==> src/rtl/req_encoder_seq_if.sv <==
// Handshake bundle for req_encoder_seq: request vector in, one binary index per beat out.
// The master side drives requests and consumer ready; the slave side is the encoder.
interface req_encoder_seq_if #(
  parameter int N = 4,
  parameter int W = 2
);
  logic         req_valid;
  logic         req_ready;
  logic [N-1:0] req;
  logic         enc_valid;
  logic         enc_ready;
  logic [W-1:0] enc_idx;
  logic         enc_last;
  logic         busy;

  modport master (
    output req_valid, req, enc_ready,
    input  req_ready, enc_valid, enc_idx, enc_last, busy
  );

  modport slave (
    input  req_valid, req, enc_ready,
    output req_ready, enc_valid, enc_idx, enc_last, busy
  );
endinterface

==> src/rtl/req_encoder_seq.sv <==
// Sequential multi-hot to binary request encoder: one index per handshake until the vector drains.
// Optional ENC_ROUND_ROBIN_EN: rotating search pointer instead of lowest-index-first priority.
module req_encoder_seq #(
  parameter int N = 4,
  parameter int W = 2
) (
  input  logic              clk,
  input  logic              rst,
  req_encoder_seq_if.slave  bus
);

  typedef enum logic {IDLE, SERVE} state_t;

  state_t       state, state_nx;
  logic [N-1:0] pend, pend_nx;
  logic [N-1:0] sel_mask;
  logic [W-1:0] base;
  logic [W-1:0] sel;
  logic [W:0]   cnt;
  logic         last;

`ifdef ENC_ROUND_ROBIN_EN
  logic [W-1:0] ptr, ptr_nx;
  assign base = ptr;
`else
  assign base = '0;
`endif

  // Search starts at base and wraps modulo N, so non-power-of-2 N never selects a phantom bit.
  always_comb begin
    int unsigned j;
    logic        found;
    sel   = '0;
    found = 1'b0;
    j     = 0;
    for (int unsigned off = 0; off < N; off++) begin
      j = 32'(base) + off;
      if (j >= N) j = j - N;
      if (!found && pend[W'(j)]) begin
        found = 1'b1;
        sel   = W'(j);
      end
    end
  end

  always_comb begin
    cnt = '0;
    for (int unsigned i = 0; i < N; i++) begin
      cnt = cnt + (W+1)'(pend[W'(i)]);
    end
  end

  always_comb begin
    sel_mask = '0;
    for (int unsigned i = 0; i < N; i++) begin
      sel_mask[W'(i)] = (W'(i) == sel);
    end
  end

  assign last = (cnt == (W+1)'(1));

  always_ff @(posedge clk or posedge rst) begin
    if (rst) begin
      state <= IDLE;
      pend  <= '0;
`ifdef ENC_ROUND_ROBIN_EN
      ptr   <= '0;
`endif
    end else begin
      state <= state_nx;
      pend  <= pend_nx;
`ifdef ENC_ROUND_ROBIN_EN
      ptr   <= ptr_nx;
`endif
    end
  end

  always_comb begin
    state_nx = state;
    pend_nx  = pend;
`ifdef ENC_ROUND_ROBIN_EN
    ptr_nx   = ptr;
`endif
    unique case (state)
      IDLE: begin
        // An all-zero vector is still accepted, just never served.
        if (bus.req_valid && (bus.req != '0)) begin
          pend_nx  = bus.req;
          state_nx = SERVE;
        end
      end
      SERVE: begin
        if (bus.enc_ready) begin
          pend_nx = pend & ~sel_mask;
`ifdef ENC_ROUND_ROBIN_EN
          ptr_nx  = (sel == W'(N-1)) ? '0 : sel + 1'b1;
`endif
          if (last) state_nx = IDLE;
        end
      end
      default: state_nx = IDLE;
    endcase
  end

  // Outputs depend only on registered state, so reset clears them without waiting for clk.
  assign bus.req_ready = (state == IDLE);
  assign bus.enc_valid = (state == SERVE);
  assign bus.enc_idx   = (state == SERVE) ? sel : '0;
  assign bus.enc_last  = (state == SERVE) && last;
  assign bus.busy      = (state == SERVE);

endmodule
==> src/flat_wrapper.sv <==
// flat-port wrapper written by rule: the top's interface ports become plain ports
module req_encoder_seq_flat 
#(
  parameter int N = 4,
  parameter int W = 2
)
  (clk, rst, bus_req_valid, bus_req, bus_enc_ready, bus_req_ready, bus_enc_valid, bus_enc_idx, bus_enc_last, bus_busy);
  req_encoder_seq_if #(.N(N), .W(W)) bus_i ();
  input  logic clk;
  input  logic rst;
  input wire logic [$bits(bus_i.req_valid)-1:0] bus_req_valid;
  input wire logic [$bits(bus_i.req)-1:0] bus_req;
  input wire logic [$bits(bus_i.enc_ready)-1:0] bus_enc_ready;
  output wire logic [$bits(bus_i.req_ready)-1:0] bus_req_ready;
  output wire logic [$bits(bus_i.enc_valid)-1:0] bus_enc_valid;
  output wire logic [$bits(bus_i.enc_idx)-1:0] bus_enc_idx;
  output wire logic [$bits(bus_i.enc_last)-1:0] bus_enc_last;
  output wire logic [$bits(bus_i.busy)-1:0] bus_busy;
  assign bus_i.req_valid = bus_req_valid;
  assign bus_i.req = bus_req;
  assign bus_i.enc_ready = bus_enc_ready;
  assign bus_req_ready = bus_i.req_ready;
  assign bus_enc_valid = bus_i.enc_valid;
  assign bus_enc_idx = bus_i.enc_idx;
  assign bus_enc_last = bus_i.enc_last;
  assign bus_busy = bus_i.busy;
  req_encoder_seq #(.N(N), .W(W)) u_core (.clk(clk), .rst(rst), .bus(bus_i));
endmodule
==> config.mk <==
export PLATFORM = sky130hd
export DESIGN_NAME = req_encoder_seq_flat
export DESIGN_NICKNAME = d
export VERILOG_FILES = /design/src/rtl/req_encoder_seq_if.sv /design/src/rtl/req_encoder_seq.sv /design/src/flat_wrapper.sv
export SDC_FILE = /design/constraint.sdc
export NUM_CORES = 1
export LEC_CHECK = 0
export BUFFER_PORTS_ARGS = -buffer_cell sky130_fd_sc_hd__buf_2
export CAP_MARGIN = 5
export CORE_AREA = 3 3 40 42
export CTS_CLUSTER_DIAMETER = 40
export DETAILED_ROUTE_END_ITERATION = 8
export DIE_AREA = 0 0 43 45
export PLACE_DENSITY = 0.58
export SYNTH_ARGS = -nofsm -noshare
export SYNTH_HDL_FRONTEND = slang
export SYNTH_SLANG_ARGS = --single-unit
==> constraint.sdc <==
create_clock -name clk -period 5.65 [get_ports clk]
set_input_delay 0.2825 -clock clk [delete_from_list [all_inputs] [get_ports clk]]
set_output_delay 0.2825 -clock clk [all_outputs]
set_load 0.01 [all_outputs]
==> flow_metrics.env, run 1 <==
export IMPL_io_pins=14
export IMPL_finalInstanceArea_um2=520.5
export IMPL_cts_tree="built"
export IMPL_htreeDepth=1
export IMPL_power_density_nw_per_um2=598.6
export IMPL_antenna_cells=0
export IMPL_clockRootBuffer="clkbuf_4"
export IMPL_hold_viol=0
export IMPL_grt_pass1_vias=378
export IMPL_outcome="finished, final reports clean"
export IMPL_grt_max_degree=8
export IMPL_nFillCells=145
export IMPL_intPower_uw=171.0
export IMPL_critPathArrivalTime_ns=2.13
export IMPL_numCtsBuffers=3
export IMPL_drc=0
export IMPL_fmax_mhz=414.1
export IMPL_cts_buffer_depth=2
export IMPL_r2r_start="u_core.pend[0]"
export IMPL_slowest_delay_ns=0.36
export IMPL_place_congestion=0.7156
export IMPL_placed_cell_area_um2=484.2
export IMPL_path_class="flop to output pin"
export IMPL_viasPerCell=4.553
export IMPL_clock_sinks=5
export IMPL_rsz0062_at_grt="false"
export IMPL_reg2reg_depth=8
export IMPL_dieArea_um2=1935
export IMPL_firstDrtPassIters=3
export IMPL_critPathCaptureType="output pin"
export IMPL_cp_slowest_cell="dfrtp_1"
export IMPL_syn_avg_cell_area_um2=9.270
export IMPL_wl_met2_um=445
export IMPL_synth_warnings=0
export IMPL_synthDistinctLibCells=21
export IMPL_layout_min_cycle_time_ns=2.415
export IMPL_io_buffers=13
export IMPL_ys_ff_latch=5
export IMPL_dp_hpwl_um=750.4
export IMPL_wl_per_cell_um=11.29
export IMPL_place_inst=71
export IMPL_syn_inst=44
export IMPL_dr_first_iter_drc_count=5
export IMPL_syn_area_um2=407.9
export IMPL_clkSlewWorstSetupHoldPaths_ns=0.04
export IMPL_grt_pass1_wl_um=1524
export IMPL_cp_depth=8
export IMPL_coreArea_um2=1285
export IMPL_synth_main_ff_cell="dfrtp_1"
export IMPL_synth_top_cell_area_share=0.3067
export IMPL_hp_start="bus_enc_ready"
export IMPL_ff2ff_setup_slack_ns=3.65
export IMPL_holdWs_ns=0.3117
export IMPL_antenna_found_initial=0
export IMPL_topRoutingLayerUsed="met3"
export IMPL_post_synth_top_area_cell="dfrtp_1"
export IMPL_hold_path_class="input pin to flop"
export IMPL_leakagePower_nw=0.2590
export IMPL_ir_worst_vdd_v=0.0001769
export IMPL_synth_most_common_cell="inv_1"
export IMPL_start_kind="flop"
export IMPL_crit_top_cell="inv_1"
export IMPL_cp_max_fo=3
export IMPL_max_slew_margin=0.8186
export IMPL_syn2layout_area_growth_pct=27.61
export IMPL_die_width_um=43
export IMPL_worstSkewPairLatency_ns=0.24
export IMPL_via_count=346
export IMPL_wl_met1_um=374
export IMPL_ctsResizeCount=0
export IMPL_crit_family="adder cells"
export IMPL_tns_ns=0
export IMPL_fin_crit_sh=0.4274
export IMPL_drv_cap=0
export IMPL_drt_wl_total_um=858
export IMPL_report_final_slew_viol_count=0
export IMPL_route_met3_wl_um=38
export IMPL_p_seq_frac=0.230
export IMPL_cp_required_ns=5.37
export IMPL_skew_ns=0.004301
export IMPL_p_sw_frac=0.4510
export IMPL_synth_area_leaders="dfrtp_1, ha_1, nor4_4"
export IMPL_synth_commonest_cells="inv_1, dfrtp_1, ha_1, nand3_1, o21ai_1"
export IMPL_netSwitchingPower_uw=140.5
export IMPL_grt_ovfl_total=0
export IMPL_setup_worst_path_start="u_core.pend[0]"
export IMPL_nets=75
export IMPL_async_reset_ff_frac=1.000
export IMPL_initial_core_util=0.3174
export IMPL_final_cells=76
export IMPL_worstMarginPinSlew_ns=0.2701
export IMPL_crit_chain="inv_1, ha_1, inv_1, fa_1, inv_1, ha_1, nor4_4, buf_2"
export IMPL_crit_end="bus_enc_last"
export IMPL_track_usage=0.1082
export IMPL_seq_area_frac_synth=0.3067
export IMPL_fp_row_count=13
export IMPL_synth_edf_count=0
export IMPL_setup_viol=0
export IMPL_pwr_share_clk=0.128
export IMPL_ant_nets=0
export IMPL_comb_power_share=0.642
export IMPL_synthesis_nets=57
export IMPL_postCtsSetupRepairBufs=0
export IMPL_die_y_um=45
export IMPL_r2r_end="u_core.bus.busy"
export IMPL_layout_drive_gt1_share=0.3443
export IMPL_final_util=0.4051
export IMPL_crit_buf_inv=4
==> through the flow <==
step	worst slack (ns)	power [mW]
after global placement	3.507	0.2713
after CTS	3.202	0.3164
after global routing	3.066	0.3410
after floorplan	3.710	0.2162
final	3.235	0.3116
after detailed placement	3.462	0.2744
==> cell families (layout without fill, tap and decap cells) <==
family	count (synthesis)	in the layout	share of synthesized area
adder cells (fa/ha/maj)	5	5	0.1718
AO/OA/AOI/OAI	11	11	0.1687
flip-flops	5	5	0.3067
AND/OR/NAND/NOR	14	14	0.2608
buffers and inverters	9	26	0.09203
==> layer usage <==
metal	vias up	track usage
li1	183	-
met1	155	0.1305
met2	8	0.1826
met3	0	0.01195
met4	0	0.07229
met5	-	0
==> timing repair <==
item,4_1_cts,5_1_grt
hold endpoints to repair,5,0
setup endpoints to repair,0,0
hold buffers,1,0
==> worst register-to-register path, stage by stage, from the launching register on <==
cell     delay [ns]
dfrtp_1        0.36
inv_1          0.08
ha_1           0.28
inv_1          0.05
fa_1           0.36
inv_1          0.07
ha_1           0.24
nor4_4         0.29
a22oi_1        0.14
==> power groups by stage <==
stage	Combinational (mW)	Sequential (mW)	Clock (mW)
6_report	0.200	0.0718	0.0398
5_1_grt	0.222	0.0760	0.0434
4_1_cts	0.203	0.0718	0.0416
3_5_place_dp	0.202	0.0724	0
3_3_place_gp	0.199	0.0718	0
2_1_floorplan	0.147	0.0691	0
==> worst min-delay path by stage <==
stage / endpoint / slack (ns) / cells past startpoint
finish: u_core.bus.busy / 0.31 / 2
detailed placement: u_core.bus.busy / 0.19 / 2
CTS: u_core.bus.busy / 0.30 / 2
floorplan: u_core.bus.busy / 0.06 / 1
global route: u_core.bus.busy / 0.30 / 2
global placement: u_core.bus.busy / 0.18 / 2
==> area by class of cell <==
type,count,area (um^2),area share
multi-input combinational,30,245.2,0.4712
sequential,5,125.1,0.2404
clock buffer,4,26.28,0.05048
inverter,8,30.03,0.05769
timing repair buffer,14,75.07,0.1442
tap,15,18.77,0.03606
==> flip-flops by register name (all words and copies together) (netlist names) <==
register / flops
u_core.bus.busy: 1
u_core.pend: 4
==> cells in the final DEF (no fill, tap or decap) <==
master,Yosys,layout
a211oi_1,1,1
a21oi_1,1,1
a22oi_1,2,2
and2_2,1,1
buf_2,0,13
clkbuf_1,0,1
clkbuf_4,0,3
dfrtp_1,5,5
dlygate4sd3_1,0,1
fa_1,1,1
ha_1,4,4
inv_1,7,7
inv_2,1,1
nand2_1,2,2
nand3_1,4,4
nor2_1,2,2
nor3_1,1,1
nor4_4,2,2
o21a_1,1,1
o21ai_0,2,2
o21ai_1,3,3
o2bb2ai_1,1,1
or2b_1,1,1
or2b_2,1,1
No activity file was read; power rests on OpenSTA's default activity.
==> run 2, diff against run 1 <==
Settings changed: ABC_AREA from default to 1, PLACE_DENSITY 0.58 to 0.61.
Clock period 5.65 ns to 2.1 ns, I/O delays scaled along.
==> run 2 against run 1 <==
Synthesized cell count is 25% higher; design area increased by 9.9%; die area did not move; clock power grew to 2.8 times the previous value; combinational power grew to 3.6 times the previous value; critical path type unchanged; highest routed layer is now met4; hold slack worse by 0.25 ns; register-to-register slack lost 3.4 ns; final cell count increased by 18%; critical path depth did not move; area after synthesis increased by 3.4%; utilization rose by 4.0 points.
==> flow_metrics.env, run 2 <==
export IMPL_outcome="finished, final reports clean"
export IMPL_fmax_mhz=491.9
export IMPL_final_cells=90
export IMPL_async_reset_ff_frac=1.000
export IMPL_crit_chain="inv_2, ha_1, inv_1, fa_2, inv_2, ha_4, nor3b_4, buf_2"
export IMPL_max_slew_margin=0.8577
export IMPL_cts_tree="built"
export IMPL_synth_top_family_by_area="simple AND/OR/NAND/NOR gates"
export IMPL_synth_area_leaders="dfrtp_1, ha_1, nand2_1"
export IMPL_cp_required_ns=2.00
export IMPL_power_density_nw_per_um2=1761
export IMPL_worst_slack_ns=0.06691
export IMPL_finalInstanceArea_um2=571.8
export IMPL_synth_most_common_cell="nand2_1"
export IMPL_antenna_cells=0
export IMPL_critPathCaptureType="output pin"
export IMPL_synth_top_cell_area_share=0.2967
export IMPL_leakagePower_nw=0.3073
export IMPL_firstDrtPassIters=4
export IMPL_wl_per_cell_um=10.39
export IMPL_clkSlewWorstSetupHoldPaths_ns=0.04
export IMPL_drv_cap=0
export IMPL_ff2ff_setup_slack_ns=0.28
export IMPL_synthDistinctLibCells=16
export IMPL_place_congestion=0.7216
export IMPL_clockRootBuffer="clkbuf_4"
export IMPL_die_width_um=43
export IMPL_final_cell_mix="buf_2, nand2_1, inv_1, nor2_1, nand3_1"
export IMPL_cp_slowest_cell="dfrtp_1"
export IMPL_viasPerCell=4.611
export IMPL_reg2reg_depth=9
export IMPL_ys_ff_latch=5
export IMPL_layout_min_cycle_time_ns=2.033
export IMPL_path_class="flop to output pin"
export IMPL_grt_pass1_vias=336
export IMPL_worstSkewPairLatency_ns=0.24
export IMPL_cp_max_fo=2
export IMPL_holdWs_ns=0.06310
export IMPL_crit_family="adder cells"
export IMPL_syn2layout_area_growth_pct=35.61
export IMPL_dp_hpwl_um=702.3
export IMPL_ant_nets=0
export IMPL_top_register="u_core.pend"
export IMPL_fin_crit_sh=0.9681
export IMPL_start_kind="flop"
export IMPL_synthMuxAreaShare=0
export IMPL_synth_commonest_cells="nand2_1, inv_1, nand3_1, nor2_1, dfrtp_1"
export IMPL_numCtsBuffers=3
export IMPL_dr_first_iter_drc_count=10
export IMPL_io_buffers=13
export IMPL_dp_slack_ns=0.1592
export IMPL_holdPathStages=2
export IMPL_seq_area_frac_synth=0.2967
export IMPL_syn_inst=55
export IMPL_grt_max_degree=8
export IMPL_final_common_cell="buf_2"
export IMPL_synth_main_ff_cell="dfrtp_1"
export IMPL_final_util=0.4450
export IMPL_skew_ns=0.002176
export IMPL_synth_warnings=0
export IMPL_critPathArrivalTime_ns=1.93
export IMPL_fp_row_count=13
export IMPL_clock_sinks=5
export IMPL_synthSimpleGateAreaFrac=0.3323
export IMPL_die_y_um=45
export IMPL_htreeDepth=1
export IMPL_cp_depth=8
export IMPL_initial_core_util=0.3281
export IMPL_track_usage=0.1015
export IMPL_placed_cell_area_um2=498.0
export IMPL_grt_ovfl_total=0
export IMPL_grt_pass1_wl_um=1407
export IMPL_synth_xor_area_share=0
export IMPL_layout_drive_gt1_share=0.3600
export IMPL_dieArea_um2=1935
export IMPL_tns_ns=0
export IMPL_drt_wl_total_um=935
export IMPL_ir_worst_vdd_v=0.0006391
export IMPL_synthAdderAreaFrac=0.1662
export IMPL_hold_viol=0
export IMPL_syn_avg_cell_area_um2=7.666
export IMPL_nets=89
export IMPL_largest_reg_flops=4
export IMPL_slowest_delay_ns=0.37
export IMPL_io_pins=14
export IMPL_setup_viol=0
export IMPL_post_synth_top_area_cell="dfrtp_1"
export IMPL_synth_edf_count=0
export IMPL_finalPower_mw=1.007
export IMPL_antenna_found_initial=0
export IMPL_synthesis_nets=68
export IMPL_via_count=415
export IMPL_drc=0
export IMPL_coreArea_um2=1285
export IMPL_syn_area_um2=421.7
export IMPL_cts_buffer_depth=2
export IMPL_worstMarginPinSlew_ns=0.2134
export IMPL_crit_buf_inv=4
export IMPL_place_inst=82
export IMPL_report_final_slew_viol_count=0
export IMPL_hold_path_class="input pin to flop"
export IMPL_synth_compound_gate_area_share=0.09792
export IMPL_crit_top_cell="inv_2"
## run 2: cell types whose count changed in the layout (fill, tap and decap cells not counted), sizes merged, moves of 3 or more
cell,previous run,this run
a21oi,1,5
buf,13,16
nor2,2,6
nand3,4,7
o21ai,5,1
nand2,2,12
## run 2: cell families after synthesis
logic type,Yosys count
DFF,5
adders and majority gates,5
buffers and inverters,11
AOI/OAI and AO/OA,7
and+or+nand+nor,27
## run 2: final timing paths
| check | start | to |
|---|---|---|
| setup / recovery | u_core.pend[0] | bus_enc_last |
| hold / removal | bus_enc_ready | u_core.bus.busy |
| setup reg to reg | u_core.pend[0] | u_core.bus.busy |
| hold reg to reg | u_core.pend[2] | u_core.pend[2] |
| max in group asynchronous | rst | u_core.pend[3] |
| min in group asynchronous | rst | u_core.bus.busy |
## run 2: routing by layer
layer,up-vias,routed length [um],track usage
met5,-,0,0
met4,0,10,0.07229
met3,2,49,0.02390
met2,15,433,0.1557
met1,182,441,0.1256
li1,216,-,-
## run 2: final cells by class
type,count,area [um^2]
Fill cell,133,713.2
Multi-Input combinational cell,39,266.5
Sequential cell,5,125.1
Timing Repair Buffer,17,97.59
Inverter,10,37.54
Clock buffer,4,26.28
Tap cell,15,18.77
## run 2: power breakdown
group          internal (mW)  leakage, nW  switching (mW)  total [mW]
logic                  0.349        0.231           0.363       0.712
registers              0.143       0.0616          0.0386       0.182
clock network         0.0720       0.0150          0.0412       0.113
total                  0.564        0.307           0.443        1.01
## run 2: repair_timing
action,4_1_cts,5_1_grt
hold buffers,1,0
gates resized for setup,1,3
endpoints found under the hold margin,5,0
setup endpoints to repair,1,1
setup buffers,3,0
pin swaps,1,0
==> run 3, diff against run 2 <==
Settings changed: CTS_BUF_LIST from default to sky130_fd_sc_hd__clkbuf_16.
==> run 3 against run 2 <==
Sequential power about the same; sequential share of layout area down 1.8 points; power up 19%; largest cell class unchanged; highest routed layer is now met3.
==> flow_metrics.env, run 3 (synthesized netlist as in run 2, its figures left out) <==
export IMPL_outcome="finished, final reports clean"
export IMPL_leakagePower_nw=0.3348
export IMPL_critPathArrivalTime_ns=1.89
export IMPL_top_register="u_core.pend"
export IMPL_io_pins=14
export IMPL_dieArea_um2=1935
export IMPL_clock_sinks=5
export IMPL_worstSkewPairLatency_ns=0.22
export IMPL_grt_max_degree=8
export IMPL_initial_core_util=0.3281
export IMPL_numCtsBuffers=3
export IMPL_cp_required_ns=2.00
export IMPL_coreArea_um2=1285
export IMPL_cp_max_fo=2
export IMPL_viasPerCell=4.544
export IMPL_track_usage=0.09396
export IMPL_final_common_cell="buf_2"
export IMPL_nets=89
export IMPL_tns_ns=0
export IMPL_die_width_um=43
export IMPL_largest_reg_flops=4
export IMPL_cts_buffer_depth=2
export IMPL_syn2layout_area_growth_pct=48.07
export IMPL_drt_wl_total_um=908
export IMPL_holdWs_ns=0.09129
export IMPL_via_count=409
export IMPL_hold_viol=0
export IMPL_power_density_nw_per_um2=1917
export IMPL_fp_row_count=13
export IMPL_clockRootBuffer="clkbuf_16"
export IMPL_fmax_mhz=501.0
export IMPL_layout_drive_gt1_share=0.3467
export IMPL_clkSlewWorstSetupHoldPaths_ns=0.03
export IMPL_max_slew_margin=0.8534
export IMPL_drc=0
export IMPL_critPathCaptureType="output pin"
export IMPL_place_congestion=0.7216
export IMPL_ir_worst_vdd_v=0.0009748
export IMPL_skew_ns=0.0008586
export IMPL_drv_cap=0
export IMPL_start_kind="flop"
export IMPL_grt_pass1_wl_um=1380
export IMPL_grt_pass1_vias=331
export IMPL_path_class="flop to output pin"
export IMPL_die_y_um=45
export IMPL_register_area_um2=125.1
export IMPL_grt_ovfl_total=0
export IMPL_layout_min_cycle_time_ns=1.996
export IMPL_cts_tree="built"
export IMPL_worstMarginPinSlew_ns=0.2199
export IMPL_io_buffers=13
export IMPL_rsz0062_at_grt="false"
export IMPL_nFillCells=129
export IMPL_antenna_found_initial=0
export IMPL_dp_slack_ns=0.1592
export IMPL_fin_crit_sh=0.9505
export IMPL_final_cell_mix="buf_2, nand2_1, inv_1, nor2_1, nand3_1"
export IMPL_worst_slack_ns=0.1040
export IMPL_wl_per_cell_um=10.09
export IMPL_ant_nets=0
export IMPL_setup_viol=0
export IMPL_report_final_slew_viol_count=0
export IMPL_dr_first_iter_drc_count=7
export IMPL_antenna_cells=0
export IMPL_htreeDepth=1
export IMPL_hold_path_class="input pin to flop"
export IMPL_dp_hpwl_um=702.3
export IMPL_multi_input_area_um2=266.5
export IMPL_firstDrtPassIters=3
-- run 3: where the power goes --
group | internal (mW) | leakage [nW] | switching [mW] | total, mW
Sequential | 0.143 | 0.0616 | 0.0379 | 0.181
Clock | 0.246 | 0.0423 | 0.0554 | 0.301
Combinational | 0.347 | 0.231 | 0.367 | 0.714
Total | 0.736 | 0.335 | 0.460 | 1.20
-- run 3: through the flow --
step	cell area, um^2	cells	utilization	power [mW]
floorplan	421.7	55	-	0.6231
global placement	498.0	82	0.3875	0.7781
detailed placement	498.0	82	0.3875	0.7805
CTS	609.3	90	0.4742	1.163
global route	624.3	90	0.4859	1.294
finish	624.3	90	0.4859	1.197
-- run 3: critical path, cell delays in order (launching register included) --
cell and delay, ns:
dfrtp_1 0.35, inv_1 0.07, ha_1 0.28, inv_1 0.05, fa_2 0.34, inv_2 0.07, ha_4 0.19, nor3b_4 0.17
buf_2 0.15
-- run 3: what timing repair did --
action / in CTS / in global routing
setup endpoints to repair: 1 / 1
hold buffers: 1 / 0
resized for setup: 0 / 3
hold endpoints to repair: 5 / 0
setup buffers: 3 / 0
pin swaps: 1 / 1
-- run 3: path summary, 6_finish.rpt --
check                           slack (ns)         endpoint  cells past startpoint            from
worst min-delay path                  0.09  u_core.bus.busy                      2   bus_enc_ready
worst max register to register        0.28  u_core.bus.busy                      9  u_core.pend[0]
worst min register to register        0.56   u_core.pend[2]                      2  u_core.pend[2]
worst max-delay path                  0.10     bus_enc_last                      8  u_core.pend[0]
max in group asynchronous             1.60   u_core.pend[3]                      3             rst
min in group asynchronous             0.33  u_core.bus.busy                      3             rst
-- run 3: metal layers --
| layer | share of wire | track usage | vias up |
|---|---|---|---|
| li1 | - | - | 216 |
| met1 | 0.49 | 0.1256 | 184 |
| met2 | 0.48 | 0.1557 | 9 |
| met3 | 0.031 | 0.01195 | 0 |
| met4 | 0 | 0.03614 | 0 |
| met5 | 0 | 0 | - |
-- run 3: cell type report --
class | instances | share of cell area
Sequential cell | 5 | 0.2004
Clock buffer | 3 | 0.1202
Tap cell | 15 | 0.03006
Inverter | 10 | 0.06012
Timing Repair Buffer | 17 | 0.1563
Clock inverter | 1 | 0.006012
Multi-Input combinational cell | 39 | 0.4269
